$ cat src/rtl/cpu_defs_pkg.sv
// Shared CPU definitions: memory op encodings, bus size codes, MEM-stage FSM
// states and the latched bus request record.
package cpu_defs_pkg;

  localparam int XLEN = 32;
  localparam int DLEN = 64;

  typedef enum logic [3:0] {
    MEM_NONE = 4'd0,
    MEM_LB   = 4'd1,
    MEM_LBU  = 4'd2,
    MEM_LH   = 4'd3,
    MEM_LHU  = 4'd4,
    MEM_LW   = 4'd5,
    MEM_SB   = 4'd6,
    MEM_SH   = 4'd7,
    MEM_SW   = 4'd8
  } mem_op_t;

  localparam logic [1:0] SIZE_BYTE = 2'd0;
  localparam logic [1:0] SIZE_HALF = 2'd1;
  localparam logic [1:0] SIZE_WORD = 2'd2;

  typedef enum logic [1:0] {
    ST_IDLE = 2'd0,
    ST_ADDR = 2'd1,
    ST_DATA = 2'd2,
    ST_DONE = 2'd3
  } mem_state_t;

  typedef struct packed {
    mem_op_t           op;
    logic              wr;
    logic [1:0]        size;
    logic [XLEN-1:0]   addr;
    logic [XLEN-1:0]   wdata;
  } bus_req_t;

  function automatic logic op_is_load(mem_op_t op);
    return op inside {MEM_LB, MEM_LBU, MEM_LH, MEM_LHU, MEM_LW};
  endfunction

  function automatic logic op_is_store(mem_op_t op);
    return op inside {MEM_SB, MEM_SH, MEM_SW};
  endfunction

  function automatic logic [1:0] op_size(mem_op_t op);
    case (op)
      MEM_LB, MEM_LBU, MEM_SB: return SIZE_BYTE;
      MEM_LH, MEM_LHU, MEM_SH: return SIZE_HALF;
      MEM_LW, MEM_SW:          return SIZE_WORD;
      default:                 return SIZE_BYTE;
    endcase
  endfunction

endpackage

$ cat src/rtl/load_align.sv
// Little-endian lane select and sign/zero extension of a 32-bit read word.
module load_align
  import cpu_defs_pkg::*;
(
  input  mem_op_t     op_i,
  input  logic [1:0]  off_i,
  input  logic [31:0] rdata_i,
  output logic [31:0] result_o
);

  logic [7:0]  byte_l;
  logic [15:0] half_l;

  always_comb begin
    case (off_i)
      2'd0:    byte_l = rdata_i[7:0];
      2'd1:    byte_l = rdata_i[15:8];
      2'd2:    byte_l = rdata_i[23:16];
      default: byte_l = rdata_i[31:24];
    endcase
    half_l = off_i[1] ? rdata_i[31:16] : rdata_i[15:0];

    case (op_i)
      MEM_LB:  result_o = {{24{byte_l[7]}}, byte_l};
      MEM_LBU: result_o = {24'b0, byte_l};
      MEM_LH:  result_o = {{16{half_l[15]}}, half_l};
      MEM_LHU: result_o = {16'b0, half_l};
      default: result_o = rdata_i;
    endcase
  end

endmodule

$ cat src/rtl/mem_access_unit.sv
// MIPS MEM stage: drives loads/stores over the SRAM-like handshake bus,
// flags address errors and hands result/dest/PC to MEM/WB.
module mem_access_unit
  import cpu_defs_pkg::*;
(
  input  logic            clk_i,
  input  logic            rst_i,
  input  logic            stall_i,
  input  logic            flush_i,
  input  mem_op_t         mem_op_i,
  input  logic [XLEN-1:0] mem_addr_i,
  input  logic [XLEN-1:0] mem_sdata_i,
  input  logic [4:0]      mem_wd_i,
  input  logic            mem_wreg_i,
  input  logic [DLEN-1:0] mem_wdata_i,
  input  logic [XLEN-1:0] mem_pc_i,
  output logic            data_req_o,
  output logic            data_wr_o,
  output logic [1:0]      data_size_o,
  output logic [XLEN-1:0] data_addr_o,
  output logic [XLEN-1:0] data_wdata_o,
  input  logic            data_addr_ok_i,
  input  logic            data_data_ok_i,
  input  logic [XLEN-1:0] data_rdata_i,
  output logic [4:0]      mem_wd_o,
  output logic            mem_wreg_o,
  output logic [DLEN-1:0] mem_wdata_o,
  output logic [XLEN-1:0] mem_pc_o,
  output logic [XLEN-1:0] mem_bad_addr_o,
  output logic            adel_o,
  output logic            ades_o,
  output logic            stallreq_o
);

  mem_state_t      state_q, state_d;
  logic            cancel_q, cancel_d;
  logic [XLEN-1:0] rdata_q, rdata_d;
  bus_req_t        breq_q, breq_d, breq_in;

  logic            is_load, is_store, is_mem;
  logic            misaligned, exc, issue;
  logic [XLEN-1:0] load_res;

  // Decode of the instruction currently sitting in EX/MEM
  always_comb begin
    is_load  = op_is_load(mem_op_i);
    is_store = op_is_store(mem_op_i);
    is_mem   = is_load | is_store;
    case (op_size(mem_op_i))
      SIZE_HALF: misaligned = mem_addr_i[0];
      SIZE_WORD: misaligned = |mem_addr_i[1:0];
      default:   misaligned = 1'b0;
    endcase
    exc   = is_mem & misaligned;
    issue = (state_q == ST_IDLE) & is_mem & ~exc & ~flush_i;

    breq_in.op   = mem_op_i;
    breq_in.wr   = is_store;
    breq_in.size = op_size(mem_op_i);
    breq_in.addr = mem_addr_i;
    case (mem_op_i)
      MEM_SB:  breq_in.wdata = {4{mem_sdata_i[7:0]}};
      MEM_SH:  breq_in.wdata = {2{mem_sdata_i[15:0]}};
      default: breq_in.wdata = mem_sdata_i;
    endcase
  end

  always_ff @(posedge clk_i) begin
    if (rst_i) begin
      state_q  <= ST_IDLE;
      cancel_q <= 1'b0;
      rdata_q  <= '0;
      breq_q   <= '0;
    end else begin
      state_q  <= state_d;
      cancel_q <= cancel_d;
      rdata_q  <= rdata_d;
      breq_q   <= breq_d;
    end
  end

  // Once issued, a request always runs to data_ok; a flush only marks it
  // cancelled so its data never reaches MEM/WB.
  always_comb begin
    state_d  = state_q;
    cancel_d = cancel_q;
    rdata_d  = rdata_q;
    breq_d   = breq_q;
    case (state_q)
      ST_IDLE: begin
        if (issue) begin
          breq_d  = breq_in;
          state_d = data_addr_ok_i ? ST_DATA : ST_ADDR;
        end
      end
      ST_ADDR: begin
        if (flush_i)        cancel_d = 1'b1;
        if (data_addr_ok_i) state_d  = ST_DATA;
      end
      ST_DATA: begin
        if (data_data_ok_i) begin
          if (cancel_q | flush_i) begin
            cancel_d = 1'b0;
            state_d  = ST_IDLE;
          end else begin
            rdata_d = data_rdata_i;
            state_d = ST_DONE;
          end
        end else if (flush_i) begin
          cancel_d = 1'b1;
        end
      end
      ST_DONE: begin
        if (!stall_i) state_d = ST_IDLE;
      end
      default: state_d = ST_IDLE;
    endcase
  end

  load_align u_load_align (
    .op_i     (breq_q.op),
    .off_i    (breq_q.addr[1:0]),
    .rdata_i  (rdata_q),
    .result_o (load_res)
  );

  // Bus fields come straight from EX/MEM while issuing, then from the
  // latched copy so they stay stable until the address is accepted.
  always_comb begin
    data_req_o   = issue | (state_q == ST_ADDR);
    data_wr_o    = (state_q == ST_IDLE) ? breq_in.wr    : breq_q.wr;
    data_size_o  = (state_q == ST_IDLE) ? breq_in.size  : breq_q.size;
    data_addr_o  = (state_q == ST_IDLE) ? breq_in.addr  : breq_q.addr;
    data_wdata_o = (state_q == ST_IDLE) ? breq_in.wdata : breq_q.wdata;
    stallreq_o   = issue | (state_q == ST_ADDR) | (state_q == ST_DATA);

    mem_wd_o    = mem_wd_i;
    mem_pc_o    = mem_pc_i;
    mem_wreg_o  = mem_wreg_i & ~exc & ~cancel_q;
    mem_wdata_o = ((state_q == ST_DONE) && !breq_q.wr) ? {32'b0, load_res}
                                                       : mem_wdata_i;

    adel_o         = exc & is_load;
    ades_o         = exc & is_store;
    mem_bad_addr_o = exc ? mem_addr_i : '0;
  end

endmodule
$ cat config.mk
export PLATFORM = sky130hd
export DESIGN_NAME = mem_access_unit
export DESIGN_NICKNAME = d
export VERILOG_FILES = /design/src/rtl/cpu_defs_pkg.sv /design/src/rtl/load_align.sv /design/src/rtl/mem_access_unit.sv
export SDC_FILE = /design/constraint.sdc
export NUM_CORES = 1
export LEC_CHECK = 0
export ABC_AREA = 1
export ABC_CLOCK_PERIOD_IN_PS = 2500
export CORE_AREA = 2 2 161 163
export CTS_CLUSTER_DIAMETER = 200
export CTS_CLUSTER_SIZE = 24
export DETAILED_ROUTE_END_ITERATION = 8
export DIE_AREA = 0 0 163 165
export PLACE_DENSITY_LB_ADDON = 0.08
export SLEW_MARGIN = 30
export SYNTH_ARGS = -nofsm -noshare
export SYNTH_HDL_FRONTEND = slang
export SYNTH_SLANG_ARGS = --single-unit
$ cat constraint.sdc
create_clock -name clk_i -period 2.5 [get_ports clk_i]
set_clock_uncertainty 0.05 [all_clocks]
set_input_delay 0.5 -clock clk_i [delete_from_list [all_inputs] [get_ports clk_i]]
set_output_delay 0.5 -clock clk_i [all_outputs]
set_load 0.005 [all_outputs]
# Word-level counts from Yosys, hierarchy flattened
# Memories as Yosys holds them, arrays and structs flattened.
# Cells that the tools add are included.
# word_totals
output_inout_bits,205
word_cells,84
mem_bits_ro,64
ff_bits,106
mem_count,2
# op_classes
eq_ne,24
n_bitwise,16
reduce_logical,12
muxes,22
# memory_table
memory,depth,word_bits,rd,rd_clocked_by_memory_dff,write_ports,line,text
(no name shown),16,2,1,0,0,cpu_defs_pkg.sv:48,case (op)
(no name shown),16,2,1,0,0,cpu_defs_pkg.sv:48,
# op_table
op,n
$pmux W32 S4,1
$mux W32,3
$mux W64,1
$pmux W32 S2,1
$pmux W8 S3,1
$eq A4 B3 Y1 const B,5
$eq A4 B2 Y1 const B,4
$mux W16,1
$mux W2,7
$and A1 B1 Y1,8
$eq A2 B2 Y1 const B,4
$eq A4 B1 Y1 const B,2
$ne A2 B2 Y1 const B,4
$pmux W2 S4,1
$eq A2 B1 Y1 const B,3
$reduce_bool A5 Y1,1
$eq A4 B4 Y1 const B,1
$logic_not A2 Y1,2
$mux W1,4
$not A1 Y1,4
$or A1 B1 Y1,4
$pmux W1 S2,2
$reduce_and A2 Y1,2
$reduce_and A4 Y1,1
other kinds (7),7

# Depth between registers and ports, before layout
# Gate-level depths: netlist (run 1).
# logic_depth
word_depth,9
ltp_mapped,17
ltp_nobuf,16

# Hierarchy
# Synthesis (run 1) repeated with hierarchy kept, for this count alone.
# unflattened
hier_cells,1215
hier_area_um2,7234.4
# modules_own_cells
mod,seq_area_each_um2,area_per_inst_um2,cells_each,instances
mem_access_unit,2122.0,6159.7,1002,1
load_align,0.0,1074.8,213,1

# Least setup slack after synthesis (run 1)
# Ideal clock, no wire load.
# synth_path
path_kind,input -> output
start,input port mem_op_i[0]
end,output port stallreq_o
n_path_buf,2
arrival_time_ps,2133
path_slack_ps,-183
required_ps,1950
cell_stages,14
cell_sequence,inv_1 ha_1 nand2_1 nor2_1 inv_1 nand2_1 inv_1 ha_1 a21o_1 a21oi_1 nand2_2 buf_4 buf_4 nand3_1
# synth_via
elab_chain_len,9
# synth_lines
element,line,text
from (decl),mem_access_unit.sv:10,"input mem_op_t mem_op_i,"
"$mem_v2 Z16 W2, or another cell as far along",-,
"$eq A2 B2 Y1, or another cell as far along",mem_access_unit.sv:49,case (op_size(mem_op_i))
$pmux W1 S2 / $or A1 B1 Y1 (equally long branches),"mem_access_unit.sv:49, mem_access_unit.sv:48",
$and A1 B1 Y1,mem_access_unit.sv:54,exc = is_mem & misaligned;
$not A1 Y1,mem_access_unit.sv:55,issue = (state_q == ST_IDLE) & is_mem & ~exc & ~flush_i;
$and A1 B1 Y1 * (2 in series),mem_access_unit.sv:55,
$or A1 B1 Y1 * (2 in series),mem_access_unit.sv:135,stallreq_o = issue | (state_q == ST_ADDR) | (state_q == ST_DATA);
to (decl),mem_access_unit.sv:32,output logic stallreq_o
# Mark *: on every way between the ends. The rest lies on a longest branch, timed or not.

# Worst setup path in the final report (run 1)
# layout_path
start,input port mem_op_i[1]
end,output port mem_bad_addr_o[26]
# layout_via
elab_chain_len,5
# layout_lines
element,line,text
"$mem_v2 Z16 W2, or another cell as far along",-,
"$eq A2 B2 Y1, or another cell as far along",mem_access_unit.sv:49,
$pmux W1 S2 / $or A1 B1 Y1 (equally long branches),"mem_access_unit.sv:49, mem_access_unit.sv:48",
$and A1 B1 Y1 *,mem_access_unit.sv:54,
$mux W32 *,mem_access_unit.sv:145,mem_bad_addr_o = exc ? mem_addr_i : '0;
to (decl),mem_access_unit.sv:29,"output logic [XLEN-1:0] mem_bad_addr_o,"
# Marks and branches as above.

==> results of run 1 <==
==> area by class of cell <==
class / instances / area (sq um) / share of cell area (%)
clock inverters: 6 / 114 / 0.911
flip-flops and latches: 106 / 2140 / 17.1
clock buffers: 10 / 229 / 1.83
multi-input cells: 781 / 4300 / 34.4
inverters: 134 / 539 / 4.31
well taps: 330 / 413 / 3.30
repair buffers: 504 / 4770 / 38.2
==> per-layer routing <==
layer	up-vias	global-route usage, %	part of all wire [%]
met5	-	0	0.044
met4	2	6.11	2.1
met3	44	5.52	6.8
met2	265	37.5	50
met1	3951	24.4	41
li1	4406	-	-
==> cell families (layout without fill, tap and decap cells) <==
group	after synthesis	after routing	synth area share (%)
AOI/OAI and AO/OA	334	334	26.1
DFF	106	106	31.0
buffers and inverters	242	654	16.1
and+or+nand+nor	441	441	25.7
adders and majority gates	6	6	1.10
==> worst register-to-register path, delay by kind of cell, from the launching register on <==
| family | cells | cell delay (ps) |
|---|---|---|
| simple gates | 4 | 420 |
| flops | 1 | 320 |
| compound gates | 2 | 240 |
| buf+inv | 5 | 890 |
==> synthesized netlist by cell type, types with 2 or more instances <==
master    count  area [sq um]
buf_1         3          11.3
nor2_4        2          22.5
a31oi_1       8          50.1
nand2_1     235           882
dfxtp_1     106          2120
o22ai_1       8          50.1
nand4_1       2          12.5
nand3_4       2          35.0
inv_1       128           480
clkinv_1      3          11.3
ha_1          6          75.1
buf_4        42           315
o21ai_0     193           966
nand2_2       3          18.8
inv_2         3          11.3
clkbuf_1     42           158
buf_2        19          95.1
a21oi_1      89           445
o211ai_1      8          60.1
nand3_1      18          90.1
o21ai_1       8          40.0
buf_6         2          22.5
nor2_1      173           649
o22a_1       16           140
==> per-stage QoR <==
step	TNS, ps	hold WS, ps	std cells	setup WS (ps)
2_1_floorplan	0	389	1129	4.37
3_3_place_gp	-112790	403	1785	-1080
6_report	-3790	407	1871	-132
3_5_place_dp	-117100	406	1785	-1130
4_1_cts	-5530	387	1859	-227
5_1_grt	-7100	428	1871	-225
==> sequential cells by signal, indices dropped and copies added (netlist names) <==
signal	flops
breq_q	71
rdata_q	32
state_q	2
cancel_q	1
==> what timing repair did <==
item                                    in CTS  in global routing
endpoints found under the hold margin        0                  0
cloned                                      10                  1
pin swaps                                   44                 50
endpoints found under the setup margin     241                126
resized for setup                          538                165
buffers inserted                            50                 20
==> path summary, 6_finish.rpt <==
kind,from,to,slack (ps)
max reg2reg,state_q[0],breq_q[8],510
min reg2reg,breq_q[25],breq_q[25],420
min,mem_op_i[0],breq_q[67],410
max,mem_op_i[1],mem_bad_addr_o[26],-130
==> power by group through the flow <==
stage	clock network [uW]	registers (uW)	logic, uW
finish	1670	2190	4860
CTS	1730	2180	4740
floorplan	0	2140	1990
global placement	0	2190	4520
detailed placement	0	2200	4510
global route	1780	2220	5340
==> results by group, run 1 <==
Outcome
  • Status: complete, but fails checks
  • Failing checks: setup timing

Die
  • Die extent in y: about 170 um
  • Placeable core region: between 0.02 and 0.03 sq mm
  • Count of boundary I/O pins: a little over 400
  • Full die area: ~0.027 sq mm
  • Initial Util: around 27%
  • Width of the die: 163 um
  • FP Rows: 58

Global routing
  • GRT Util Overall: a little over a fifth
  • Pin count of the biggest net entering global routing: between 40 and 50
  • First-pass GRT wire length: around 44,000 um
  • Antenna violations before repair: 1
  • Residual overflow from global routing: 0
  • Number of global-route vias before repair: around 8,400

Power and ir drop
  • Portion of total power attributed to the clock network: between 10% and 20%
  • Switching power summed over all nets: roughly 3400 uW
  • Power density relative to cell area: 697 mW/mm^2
  • Overall Power: 8720 uW
  • Maximum VDD drop: 419 uV
  • Leak pwr: approximately 0.0057 uW
  • Seq pwr share: between 20 and 30%
  • Part of the total power dissipated in combinational logic: between 50 and 60%
  • Internal: 5360 uW
  • Net Sw Frac: 38.5%

STA
  • Worst slew margin: 66.6%
  • Transition time of the tightest slew-check pin: between 400 and 500 ps
  • RSZ-0062 raised after global routing: yes
  • Final hold violation count: 0
  • Fin. max-slew vios: 0
  • Final worst path period need: 2630 ps
  • Fmax: between 300 and 400 MHz
  • Final period util: 105%
  • Setup WS post-layout: -132 ps
  • Final setup viols: 36

Clock tree
  • TritonCTS clock tree: done
  • Clock-pin transition on the worst setup and hold timing paths: roughly 70 ps
  • Hold-fix buffer count after cts: 0
  • Number of buffers created by CTS: 9
  • Clock Sinks: about 110
  • H-tree level count: 3
  • Clock insertion delay at the later pin of the skew report: 350 ps
  • Root buf cell: clkbuf_16
  • Longest Clk Path Bufs: 2

Logic synthesis
  • Net Count, Synth: between 1,000 and 1,500
  • Commonest register cell after synthesis: dfxtp_1
  • Share of synthesized registers carrying an async set or reset: 0%
  • Mean area per synthesized cell: just over 6 sq um
  • Count of mapped cells out of synthesis: 1,129
  • Count of unique library cells instantiated by Yosys: 34
  • Register bit count reported by yosys: around 110
  • Synth warn: 0
  • Part of the Yosys area used for sequential elements: just over 30%
  • Area of the mapped netlist: between 0.006 and 0.007 sq mm
  • Number of enable flip-flop cells after synthesis: 0

Critical path
  • Crit Path Max Fanout: 8
  • Category of the worst setup path launch point: primary input
  • CP bufs+invs: 8
  • Critical path's largest stage delay: around 170 ps
  • Cell repeated most along the worst path: buf_4
  • Sort of element at the end of the critical path: output pin
  • Data arrival, critical path: 2080 ps
  • Cells on worst reg2reg path: 11
  • CP required: ~2000 ps
  • Slowest-stage cell, CP: buf_8
  • CP top delay family: buffers and inverters
  • Critical path, cell by cell: buf_12 > clkinv_8 > ha_4 > nand2_4 > nor2_4 > buf_4 > buf_4 > buf_4 > buf_4 > nor2_4 > nand2_4 > nand2_8 > buf_8 > nor2_1 > buf_2
  • Crit path kind: primary input to output pin
  • Levels on crit path: 15

Finish
  • Number of nets in the finished design: ~1,800
  • Fin util: roughly 50%
  • Antenna cells: 0
  • Share of final-layout standard cells stronger than drive strength 1: 26.5%
  • Layout overhead on the synthesized area: 82.6%
  • Number of filler cells placed in the layout: 2,576
  • Top library cells by usage in the layout, fill and taps aside: 212 x nand2_1, 166 x clkdlybuf4s50_1, 139 x o21ai_0
  • Commonest non-fill, non-tap cell in the layout: nand2_1
  • Post-route standard cell area excluding fillers: 0.0125 sq mm

Drt
  • Wire length reported by the detailed router: 29,400 um
  • Number of design rule violations left after detail routing: 0
  • First DRT Iteration DRCs: 349
  • Detailed-route via count: 8,668
  • Detailed Routing Iterations Pass 1: 4
  • Number of nets still failing antenna checks after routing: 0
  • Routed wirelength normalized by instance count: 15.7 um
  • Avg Vias per Cell: ~4.6

Placement
  • Dpl hpwl: between 20,000 and 25,000 um
  • Placed Area: about 0.011 sq mm
  • Port-buffer cells: 338
  • Gp weighted congestion: 0.851

Hold path
  • Number of cells on the worst hold path: 3
  • Worst min path class: primary input to flop

Job
  • Count of maximum capacitance violations: 0
Note: power is estimated with default switching activity, not from simulation.
==> run 2, diff against run 1 <==
==> constraint.sdc (replaced) <==
create_clock -name clk_i -period 2.5 [get_ports clk_i]
set_clock_uncertainty 0.05 [all_clocks]
set_input_delay 0.25 -clock clk_i [delete_from_list [all_inputs] [get_ports clk_i]]
set_output_delay 0.25 -clock clk_i [all_outputs]
set_load 0.005 [all_outputs]
==> results by group, run 2 (same netlist as run 1, synthesis figures left out) <==
Clock tree
  • Clock insertion delay at the later pin of the skew report: 360 ps (about the same)
  • Clock-pin transition on the worst setup and hold timing paths: 70 ps (about the same)
  • Clock Sinks: 106 (unchanged)
  • Longest Clk Path Bufs: 2 (unchanged)
  • Hold-fix buffer count after cts: 0 (unchanged)
  • H-tree level count: 3 (unchanged)
  • TritonCTS clock tree: done
  • Root buf cell: clkbuf_16
  • Number of buffers created by CTS: 9 (unchanged)

Power and ir drop
  • Maximum VDD drop: 548 uV (+31%)
  • Leak pwr: 0.00545 uW (-4.9%)
  • Power density relative to cell area: 685 mW/mm^2 (-1.7%)

Critical path
  • Startpoint of the worst-slack reg-to-reg timing path: state_q[1]
  • Crit Path Max Fanout: 8 (unchanged)
  • Crit. Startpoint: mem_op_i[2]
  • CP required: 2200 ps (+250 ps)
  • Critical path's largest stage delay: 520 ps (+350 ps)
  • CP bufs+invs: 7 (-1)
  • Slack of the worst reg-to-reg path: 650 ps (+140 ps)
  • Endpoint of the worst-slack reg-to-reg timing path: breq_q[64]
  • Cell repeated most along the worst path: buf_4
  • Data arrival, critical path: 2130 ps (+50 ps)
  • Category of the worst setup path launch point: primary input
  • Critical path, cell by cell: dlygate4sd2_1 > buf_4 > buf_4 > buf_4 > nand3_4 > buf_4 > clkbuf_16 > nand3_1 > a31oi_1 > clkdlybuf4s50_1
  • Slowest-stage cell, CP: clkdlybuf4s50_1
  • CP top delay family: buffers and inverters
  • Cells on worst reg2reg path: 9 (-2)
  • Crit path kind: primary input to output pin
  • Sort of element at the end of the critical path: output pin

Drt
  • Wire length reported by the detailed router: 27,700 um (-5.8%)
  • Detailed-route via count: 8,244 (-4.9%)
  • Detailed Routing Iterations Pass 1: 6 (+2)
  • Routed wirelength normalized by instance count: 15.3 um (-2.6%)
  • Number of nets still failing antenna checks after routing: 0 (unchanged)
  • Number of design rule violations left after detail routing: 0 (unchanged)
  • Avg Vias per Cell: 4.56 (-1.6%)
  • First DRT Iteration DRCs: 332 (-4.9%)

Die
  • FP Rows: 58 (unchanged)
  • Full die area: 0.0269 sq mm (unchanged)
  • Die extent in y: 165 um (unchanged)
  • Initial Util: 27.4% (unchanged)
  • Placeable core region: 0.0250 sq mm (unchanged)
  • Width of the die: 163 um (unchanged)
  • Count of boundary I/O pins: 413 (unchanged)

Global routing
  • First-pass GRT wire length: 41,600 um (-6.3%)
  • GRT Util Overall: 19.6% (-1.3 points)
  • Pin count of the biggest net entering global routing: 57 (+30%)
  • Residual overflow from global routing: 0 (unchanged)
  • Antenna violations before repair: 0 (-1)
  • Number of global-route vias before repair: 7,825 (-6.4%)

Finish
  • Non-filler cells, final: 1,809 (-3.3%)
  • Layout overhead on the synthesized area: 69.9%
  • Number of filler cells placed in the layout: 2,652 (+3.0%)
  • Reg with most FFs: breq_q
  • Number of nets in the finished design: 1,688 (-3.5%)
  • Top library cells by usage in the layout, fill and taps aside: 244 x clkdlybuf4s50_1, 227 x nand2_1, 176 x o21ai_0
  • Share of final-layout standard cells stronger than drive strength 1: 14.6% (-12 points)
  • Max FFs per register: 71 (unchanged)
  • Leading registers by flop count: breq_q (71), rdata_q (32), state_q (2)
  • Commonest non-fill, non-tap cell in the layout: clkdlybuf4s50_1
  • Post-route standard cell area excluding fillers: 0.0116 sq mm (-6.9%)

STA
  • Transition time of the tightest slew-check pin: 510 ps (+11.9 ps)
  • RSZ-0062 raised after global routing: yes
  • Fmax: 412 MHz (+8.4%)
  • Final hold violation count: 0 (unchanged)
  • Final setup viols: 0 (-100%)
  • Worst Hold Margin: 284 ps (-123 ps)
  • Fin. max-slew vios: 0 (unchanged)
  • Final worst path period need: 2430 ps (-204 ps)
  • Worst slew margin: 66.0% (-0.59 points)
  • Accumulated negative setup slack: 0 ps (+3790 ps)
  • Final period util: 97.1% (-8.2 points)

Hold path
  • Worst min path class: primary input to flop
  • Number of cells on the worst hold path: 4 (+1)
  • Startpoint of the lowest-slack hold path: mem_op_i[1]
  • Worst min-delay path endpoint: breq_q[68]

Placement
  • Port-buffer cells: 338 (unchanged)
  • Dpl hpwl: 20,600 um (+0.94%)
  • Gp weighted congestion: 0.863 (+1.4%)
  • Placed Area: 0.0108 sq mm (-2.2%)
  • Placed Cells: 1,768 (-0.95%)

Job
  • Count of maximum capacitance violations: 0 (unchanged)

Outcome
  • Status: finished, final reports clean
==> run 2: cell types whose count changed in the layout (fill, tap and decap cells not counted), sizes merged <==
cell	change
buf	-108
clkdlybuf4s50	+78
clkinv	+1
diode	+1
inv	+2
bufinv	-3
nand2	+1
clkinvlp	-1
bufbuf	-2
clkbuf	-13
dlygate4sd2	-53
dlymetal6s2s	+35
==> run 2: worst max path at each step <==
stage | to | slack (ps) | cells past startpoint
after CTS | mem_wreg_o | -20 | 14
final | data_wdata_o[24] | 70 | 10
after global placement | adel_o | -680 | 12
after detailed placement | mem_bad_addr_o[30] | -700 | 12
after floorplan | stallreq_o | 320 | 14
after global routing | mem_wdata_o[1] | -60 | 10
==> run 2: area by class of cell <==
class | count | area (sq um) | area share [%]
well taps | 330 | 413 | 3.55
multi-input cells | 782 | 3890 | 33.5
clock buffers | 10 | 239 | 2.05
inverters | 134 | 507 | 4.35
diodes | 1 | 2.50 | 0.0215
flip-flops and latches | 106 | 2140 | 18.3
repair buffers | 441 | 4410 | 37.9
clock inverters | 5 | 38.8 | 0.333
==> run 2: power by group <==
part	leakage, uW	internal (uW)	total, uW	switching [uW]
Combinational	0.00444	2220	4390	2180
Sequential	0.000868	1990	2190	197
Clock	0.000135	706	1400	691
==> run 2: layer usage <==
metal	up-vias	wire, um	global-route usage, %
li1	4267	-	-
met1	3673	11600	23.4
met2	254	13500	34.1
met3	50	1840	4.37
met4	0	740	8.00
met5	-	0	0
==> run 2: repair_timing <==
action | CTS | global route
setup buffers | 11 | 9
gates cloned | 4 | 1
gates resized for setup | 161 | 104
pin swaps | 16 | 19
setup endpoints to repair | 191 | 94
==> run 2: tightest hold or removal path, cell delays in order <==
cell and delay (ps):
clkbuf_2 110, buf_6 110, o21ai_0 80, a21oi_1 110
==> run 2: stage by stage <==
step	util [%]	total power (uW)	setup WS, ps
2_1_floorplan	-	4110	317
3_3_place_gp	43.0	6610	-679
3_5_place_dp	43.0	6600	-695
4_1_cts	45.2	8080	-17.1
5_1_grt	46.5	8590	-64.6
6_report	46.5	7980	72.3
